File: config.mk
export PLATFORM = sky130hd
export DESIGN_NAME = carregador_instrucao
export DESIGN_NICKNAME = d
export VERILOG_FILES = /design/src/rtl/carregador_instrucao.sv
export SDC_FILE = /design/constraint.sdc
export NUM_CORES = 1
export LEC_CHECK = 0
export ABC_AREA = 0
export CAP_MARGIN = 20
export CORE_ASPECT_RATIO = 1.1
export CORE_UTILIZATION = 40
export DETAILED_ROUTE_END_ITERATION = 12
export PLACE_DENSITY_LB_ADDON = 0.1
export SLEW_MARGIN = 20
export SYNTH_ARGS = -nofsm -noshare
export SYNTH_HDL_FRONTEND = slang
export SYNTH_SLANG_ARGS = --single-unit
File: constraint.sdc
create_clock -name clk -period 2.22 [get_ports clk]
set_input_delay 0.444 -clock clk [delete_from_list [all_inputs] [get_ports clk]]
set_output_delay 0.444 -clock clk [all_outputs]
set_load 0.05 [all_outputs]
File: src/rtl/carregador_instrucao.sv
// carregador_instrucao
//
// Loads a program into a word-wide instruction memory from a byte stream.
// Bytes arrive least-significant first and are packed four to a word. Each
// complete word is written to the next address. If the source signals the end
// of the program early, any partial word is written with its missing upper
// bytes at zero. The rest of the memory is then filled with zero words, so
// every address is written exactly once per load.
//
// Ports
//   clk           single clock, rising edge
//   reset_n       asynchronous active-low reset
//   inicio        start pulse, honoured only while idle
//   byte_valido   source has a byte on byte_dado
//   byte_dado     program byte
//   fim           end-of-program pulse, honoured only while receiving
//   byte_pronto   loader accepts a byte this cycle
//   escrita_en    one-cycle write strobe to instruction memory
//   escrita_end   word address being written (0 when not writing)
//   escrita_dado  word being written (0 when not writing)
//   ocupado       high whenever a load is in progress
//   concluido     one-cycle pulse when the load has finished
module carregador_instrucao #(
    parameter int PALAVRAS = 64,
    parameter int LARG_END = 6
) (
    input  logic                clk,
    input  logic                reset_n,
    input  logic                inicio,
    input  logic                byte_valido,
    input  logic [7:0]          byte_dado,
    input  logic                fim,
    output logic                byte_pronto,
    output logic                escrita_en,
    output logic [LARG_END-1:0] escrita_end,
    output logic [31:0]         escrita_dado,
    output logic                ocupado,
    output logic                concluido
);

    typedef enum logic [2:0] {
        OCIOSO,
        RECEBENDO,
        ESCREVENDO,
        PREENCHENDO,
        CONCLUIDO
    } estado_t;

    localparam logic [LARG_END-1:0] ULTIMO = LARG_END'(PALAVRAS - 1);

    estado_t             estado;
    logic [LARG_END-1:0] endereco;
    logic [1:0]          contador;
    logic [31:0]         montagem;
    logic                parcial;
    logic                aceita;
    logic [31:0]         montagem_nova;

    // byte_pronto is high only in RECEBENDO, so a handshake implies that state.
    assign aceita = byte_pronto & byte_valido;

    // The assembly register is cleared before each word, so OR-ing the new
    // byte into its lane is enough; unfilled upper lanes stay zero.
    assign montagem_nova = montagem | ({24'd0, byte_dado} << {contador, 3'b000});

    // Single state machine. All outputs are registered: each transition
    // loads the output values that belong to the state being entered. The
    // defaults at the top describe an idle, non-writing cycle.
    always_ff @(posedge clk or negedge reset_n) begin
        if (!reset_n) begin
            estado       <= OCIOSO;
            endereco     <= '0;
            contador     <= '0;
            montagem     <= '0;
            parcial      <= 1'b0;
            byte_pronto  <= 1'b0;
            escrita_en   <= 1'b0;
            escrita_end  <= '0;
            escrita_dado <= '0;
            ocupado      <= 1'b0;
            concluido    <= 1'b0;
        end else begin
            byte_pronto  <= 1'b0;
            escrita_en   <= 1'b0;
            escrita_end  <= '0;
            escrita_dado <= '0;
            concluido    <= 1'b0;
            ocupado      <= 1'b1;

            case (estado)
                OCIOSO: begin
                    if (inicio) begin
                        estado      <= RECEBENDO;
                        endereco    <= '0;
                        contador    <= '0;
                        montagem    <= '0;
                        parcial     <= 1'b0;
                        byte_pronto <= 1'b1;
                    end else begin
                        ocupado <= 1'b0;
                    end
                end

                RECEBENDO: begin
                    if (aceita && (contador == 2'd3 || fim)) begin
                        // Word complete, or last byte arrives together with fim:
                        // include this byte in the word being written.
                        estado       <= ESCREVENDO;
                        montagem     <= montagem_nova;
                        contador     <= contador + 2'd1;
                        parcial      <= fim;
                        escrita_en   <= 1'b1;
                        escrita_end  <= endereco;
                        escrita_dado <= montagem_nova;
                    end else if (aceita) begin
                        montagem    <= montagem_nova;
                        contador    <= contador + 2'd1;
                        byte_pronto <= 1'b1;
                    end else if (fim && contador != 2'd0) begin
                        estado       <= ESCREVENDO;
                        parcial      <= 1'b1;
                        escrita_en   <= 1'b1;
                        escrita_end  <= endereco;
                        escrita_dado <= montagem;
                    end else if (fim) begin
                        // Nothing pending: start zero-filling at the current address.
                        estado      <= PREENCHENDO;
                        escrita_en  <= 1'b1;
                        escrita_end <= endereco;
                    end else begin
                        byte_pronto <= 1'b1;
                    end
                end

                ESCREVENDO: begin
                    contador <= '0;
                    montagem <= '0;
                    if (endereco == ULTIMO) begin
                        // Address is held at the last word so it never leaves range.
                        estado    <= CONCLUIDO;
                        concluido <= 1'b1;
                    end else begin
                        endereco <= endereco + 1'b1;
                        if (parcial) begin
                            estado      <= PREENCHENDO;
                            escrita_en  <= 1'b1;
                            escrita_end <= endereco + 1'b1;
                        end else begin
                            estado      <= RECEBENDO;
                            byte_pronto <= 1'b1;
                        end
                    end
                end

                PREENCHENDO: begin
                    if (endereco == ULTIMO) begin
                        estado    <= CONCLUIDO;
                        concluido <= 1'b1;
                    end else begin
                        endereco    <= endereco + 1'b1;
                        escrita_en  <= 1'b1;
                        escrita_end <= endereco + 1'b1;
                    end
                end

                CONCLUIDO: begin
                    estado  <= OCIOSO;
                    ocupado <= 1'b0;
                end

                default: begin
                    estado  <= OCIOSO;
                    ocupado <= 1'b0;
                end
            endcase
        end
    end

endmodule

# Yosys cells after proc, flatten, opt, wreduce, memory -nomap -nowiden

Cells that the tools add are included.

Word-level logic and storage cells: 98
Register bits after elaboration: 86

Muxes and demuxes: 56
Shift-type cells: 1
$add $sub $neg: 2
Reduce and logical (&&, ||, !) cells: 14
Eq/ne operators: 12
Bitwise gates (word level): 2

Operators with widths:

| operator                                                         | number |
|---|---|
| 32-bit 2-to-1 mux                                                | 7 |
| 32-bit one-hot mux with 3 select lines                           | 1 |
| 6-bit 2-to-1 mux                                                 | 9 |
| 32-bit bitwise OR                                                | 1 |
| 8-bit by 5-bit left shift with 32-bit output                     | 1 |
| 3-bit 2-to-1 mux                                                 | 7 |
| 1-bit 2-to-1 mux                                                 | 20 |
| 6-bit one-hot mux with 3 select lines                            | 1 |
| 3-bit one-hot mux with 4 select lines                            | 1 |
| 6-bit one-hot mux with 2 select lines                            | 1 |
| 3-bit inequality test (second input constant)                    | 3 |
| 2-bit 2-to-1 mux                                                 | 4 |
| 4-bit AND reduction                                              | 2 |
| 6-bit by 1-bit adder with 6-bit output (second input constant)   | 1 |
| 3-bit by 2-bit == test with 1-bit output (second input constant) | 2 |
| 6-bit == test (second input constant)                            | 1 |
| 2-bit inequality test (second input constant)                    | 3 |
| 1-bit one-hot mux with 3 select lines                            | 2 |
| 2-bit one-hot mux with 3 select lines                            | 1 |
| 3-bit AND reduction                                              | 2 |
| 2-bit nonzero test                                               | 3 |
| 4-bit inequality test (second input constant)                    | 1 |
| 1-bit one-hot mux with 2 select lines                            | 2 |
| 3-bit by 1-bit == test with 1-bit output (second input constant) | 1 |
| other kinds (9)                                                  | 10 |

# Logic depth before layout (Yosys ltp)

Gate-level depths: netlist of the first run.

Depth after elaboration: 6
Gate-level depth with buffers: 7
Depth with buffers taken out: 6

# Least setup slack after synthesis of the first run

No wires, ideal clock.

Path kind: register to register
Start point: register byte_pronto
End point: register escrita_dado[24]
Path slack: 0.600 ns
Setup time: 0.072 ns
Required time: 2.148 ns
Data arrival time: 1.548 ns
Stages on the path, launching flop included: 5
Path through: dfrtp_1 > o211ai_1 > nor2_1 > a22oi_1 > nor2_1

Cells in the longest elaborated chain, start to end: 4
Elaborated cells between the ends (all ways): 5
Those cells by class: mux (3); bitwise (1); reduce/logical (1)

RTL lines:

| item                                                          | RTL line | text |
|---|---|---|
| from (decl)                                                   | 33       | `output logic byte_pronto,` |
| from (signal assigned)                                        | 76       | `byte_pronto <= 1'b0;` |
| from (signal assigned)                                        | 83       | `byte_pronto <= 1'b0;` |
| from (signal assigned)                                        | 98       | `byte_pronto <= 1'b1;` |
| 1-bit bitwise AND *                                           | 60       | `assign aceita = byte_pronto & byte_valido;` |
| 32-bit 2-to-1 mux / 1-bit logical AND (equally long branches) | 115, 105 |  |
| 32-bit 2-to-1 mux *                                           | 105      | `if (aceita && (contador == 2'd3 \|\| fim)) begin` |
| 32-bit 2-to-1 mux *                                           | 90       | `case (estado)` |
| to (signal assigned)                                          | 114      | `escrita_dado <= montagem_nova;` |
| to (signal assigned)                                          | 124      | `escrita_dado <= montagem;` |
| to (decl)                                                     | 36       | `output logic [31:0] escrita_dado,` |

Every way passes the cells marked *; elsewhere a longest branch is shown, timed or not.
A chain may end at the register's enable or synchronous reset.

# Worst setup path in the final report of the first run

Start point: register byte_pronto
End point: output port byte_pronto

No word-level cell between the ends.

==> metrics.md, run 1 <==
| Metric | Value |
|---|---|
| Status | `complete, no violations` |
| Gr usage total | `0.180` |
| # clock sinks | `86` |
| Maximum VDD drop | `0.342 mV` |
| Largest net degree at the start of global routing | `51` |
| Via Count | `2,535` |
| Post-Synthesis Cells | `307` |
| CTS tree | `yes` |
| Vias in the first global route | `2,449` |
| Worst path slowest cell | `clkdlybuf4s50_1` |
| RSZ-0062 raised after global routing | `no` |
| Post-DP HPWL | `5020 µm` |
| Max Fclk | `469 MHz` |
| Flop pwr share | `0.487` |
| Vias per cell | `about 5.3` |
| Final Non-Filler Cells | `475` |
| Worst-path fanout max | `7` |
| Primary FF master, synth | `dfrtp_1` |
| Post-synthesis area per instance | `11.6 µm²` |
| Critical path class | `register to output pin` |
| Post-route DRC | `0` |
| Longest Clk Path Bufs | `2` |
| Power Dens Cells | `approximately 770 nW/µm²` |
| Max Slew Vio Count | `0` |
| Most frequent cells in the layout | `86 x dfrtp_1, 53 x clkdlybuf4s50_1, 41 x nor2_1` |
| Final hold violation count | `0` |
| Initial antenna violation count | `0` |
| Post-Syn Area | `3550 µm²` |
| Number of enable flip-flop cells after synthesis | `0` |
| Share of the synthesized area in the top cell type | `0.605` |
| Sequential share of the synthesized area | `0.605` |
| Type of origin of the critical path | `register` |
| Top post-synthesis cells by area | `dfrtp_1 61%, a22o_1 7.9%, a22oi_1 6.8%, nor2_1 4.3%, nand2_1 1.6%` |
| Worst-path clk slew | `0.09 ns` |
| First-pass GRT wire length | `12,700 µm` |
| Logic pwr share | `0.142` |
| Routed length per instance | `about 16 µm` |
| Width of the die | `91.9 µm` |
| Post-synth net total | `around 320` |
| Post-route setup TNS | `0 ns` |
| Period minus WS final | `~2.1 ns` |
| Placed Cells incl. Taps | `458` |
| DIE HEIGHT | `101 µm` |
| CTS H-tree lvls | `3` |
| Die ar. | `9270 µm²` |
| WL final | `roughly 7500 µm` |
| Placer congestion estimate | `0.771` |
| Fin crit share | `0.961` |
| Gr ovfl total | `0` |
| Unique masters post-synth | `47` |
| Asr flop ratio synth | `1.00` |
| Critical Path End Type | `output pin` |
| Hold crit path type | `input port to asynchronous set/reset pin` |
| Leakage power | `0.00194 µW` |
| Cell accounting for the most synthesized area | `dfrtp_1` |
| Worst-skew pair later-pin latency | `0.35 ns` |
| Router iterations before antenna repair | `5` |
| Max Cap Viol | `0` |
| Final nets | `375` |
| Area Overhead vs Synth | `25.2%` |
| Initial DRC Count | `89` |
| Worst path bufs/invs | `1` |
| Slew @ Worst Pin | `0.579 ns` |
| Post-DRT Antenna Nets | `0` |
| WP data required | `1.78 ns` |
| Crit path DAT | `1.69 ns` |
| Most common cell after layout, fill and taps aside | `dfrtp_1` |
| Clk root buf | `clkbuf_8` |
| Clock Skews | `slightly above 0.007 ns` |
| IO Port Bufs | `54` |
| Clock Power Share | `0.372` |
| Synth warn | `0` |
| Final Setup Violations | `0` |
| Share of cells above drive strength 1 | `0.107` |
| Switching Power | `about 930 µW` |
| IO Pins | `55` |
| Inserted Clock Buffers | `9` |
| Post-synthesis register bit count | `86` |
| Relative slew slack | `0.612` |
| Critical path, cell by cell | `clkdlybuf4s50_1` |
| Initial Util | `0.418` |
| Post-CTS setup buffer count | `0` |
| Internal power | `2520 µW` |
| Placeable core region | `8500 µm²` |
| Crit-path leading delay family | `buffers and inverters` |
| CP max stage delay | `0.85 ns` |
| Ant diodes | `0` |
| Site Rows | `35` |
| Sw frac | `0.269` |
==> sequential cells by signal, indices dropped and copies added (netlist names) <==
name and count:
escrita_end 6, parcial 1, escrita_en 1, estado 3, ocupado 1, montagem 32, endereco 6, byte_pronto 1
contador 2, concluido 1, escrita_dado 32
==> final cells by class <==
cell class / instances / area [µm²]
Clock buffer: 12 / 165
Sequential cell: 86 / 2150
Tap cell: 111 / 139
Timing Repair Buffer: 65 / 648
Inverter: 4 / 15.0
Fill cell: 781 / 4040
Clock inverter: 4 / 77.6
Multi-Input combinational cell: 193 / 1250
==> cells in the mapped netlist (all sizes together) (2+ instances only) <==
| library cell | number |
|---|---|
| nor3 | 6 |
| xor2 | 2 |
| dfrtp | 86 |
| buf | 18 |
| nand3 | 7 |
| nand2 | 15 |
| inv | 4 |
| or2 | 3 |
| and2 | 2 |
| clkbuf | 6 |
| a31oi | 4 |
| a22o | 32 |
| ha | 3 |
| o211ai | 3 |
| o21ai | 13 |
| nor2 | 46 |
| mux2i | 2 |
| a21oi | 3 |
| a32o | 2 |
| a22oi | 32 |
| nand2b | 4 |
==> timing repair <==
| item | 4_1_cts | 5_1_grt |
|---|---|---|
| hold buffers | 1 | 0 |
| resized for setup | 0 | 0 |
| hold endpoints to repair | 12 | 0 |
| setup endpoints to repair | 0 | 0 |
==> final timing paths <==
check | startpoint | end | slack, ns | depth (start not counted)
hold / removal | reset_n | escrita_dado[2] | 0.47 | 2
hold reg to reg | montagem[30] | montagem[30] | 0.51 | 1
setup reg to reg | contador[0] | estado[0] | 0.36 | 5
min in group clk | montagem[30] | montagem[30] | 0.51 | 1
max in group asynchronous | reset_n | concluido | 1.18 | 3
setup / recovery | byte_pronto | byte_pronto | 0.09 | 1
==> stage by stage <==
step                utilization  total power, µW  hold slack [ns]  worst slack, ns  instance area, µm²
finish                    0.524             3440            0.471           0.0868                4450
global route              0.524             3610            0.483           0.0142                4450
CTS                       0.524             3480            0.467           0.0696                4450
detailed placement        0.494             2200            0.305           0.0580                4200
global placement          0.494             2200            0.307            0.115                4200
floorplan                     -             2030            0.148            0.600                3550
==> power groups by stage <==
stage	clock, µW	sequential, µW	combinational [µW]
after global placement	0	1710	488
after detailed placement	0	1710	490
after CTS	1310	1680	493
after global routing	1380	1690	534
final	1280	1680	488
after floorplan	0	1760	268
==> routing by layer <==
metal	wire length, µm	up-vias	global-route usage
met3	286	10	0.0271
met4	120	0	0.0757
met5	0	-	0
met2	3550	59	0.276
li1	-	1217	-
met1	3590	1249	0.256
==> kinds of logic (layout without fill, tap and decap cells) <==
group	after synthesis	after routing	share of synthesized area
compound gates	96	96	0.207
xor+xnor	2	2	0.00493
fa+ha+maj	3	3	0.0106
buf+inv	28	85	0.0415
flops	86	86	0.605
mux	2	2	0.00563
simple gates	90	90	0.125
(Power assumes the default switching activity.)
==> inputs of run 2 (changes only) <==
CTS_CLUSTER_DIAMETER = 50   (was default)
==> results of run 2 <==
The final DEF is identical to that of run 1; final timing and power are the same.
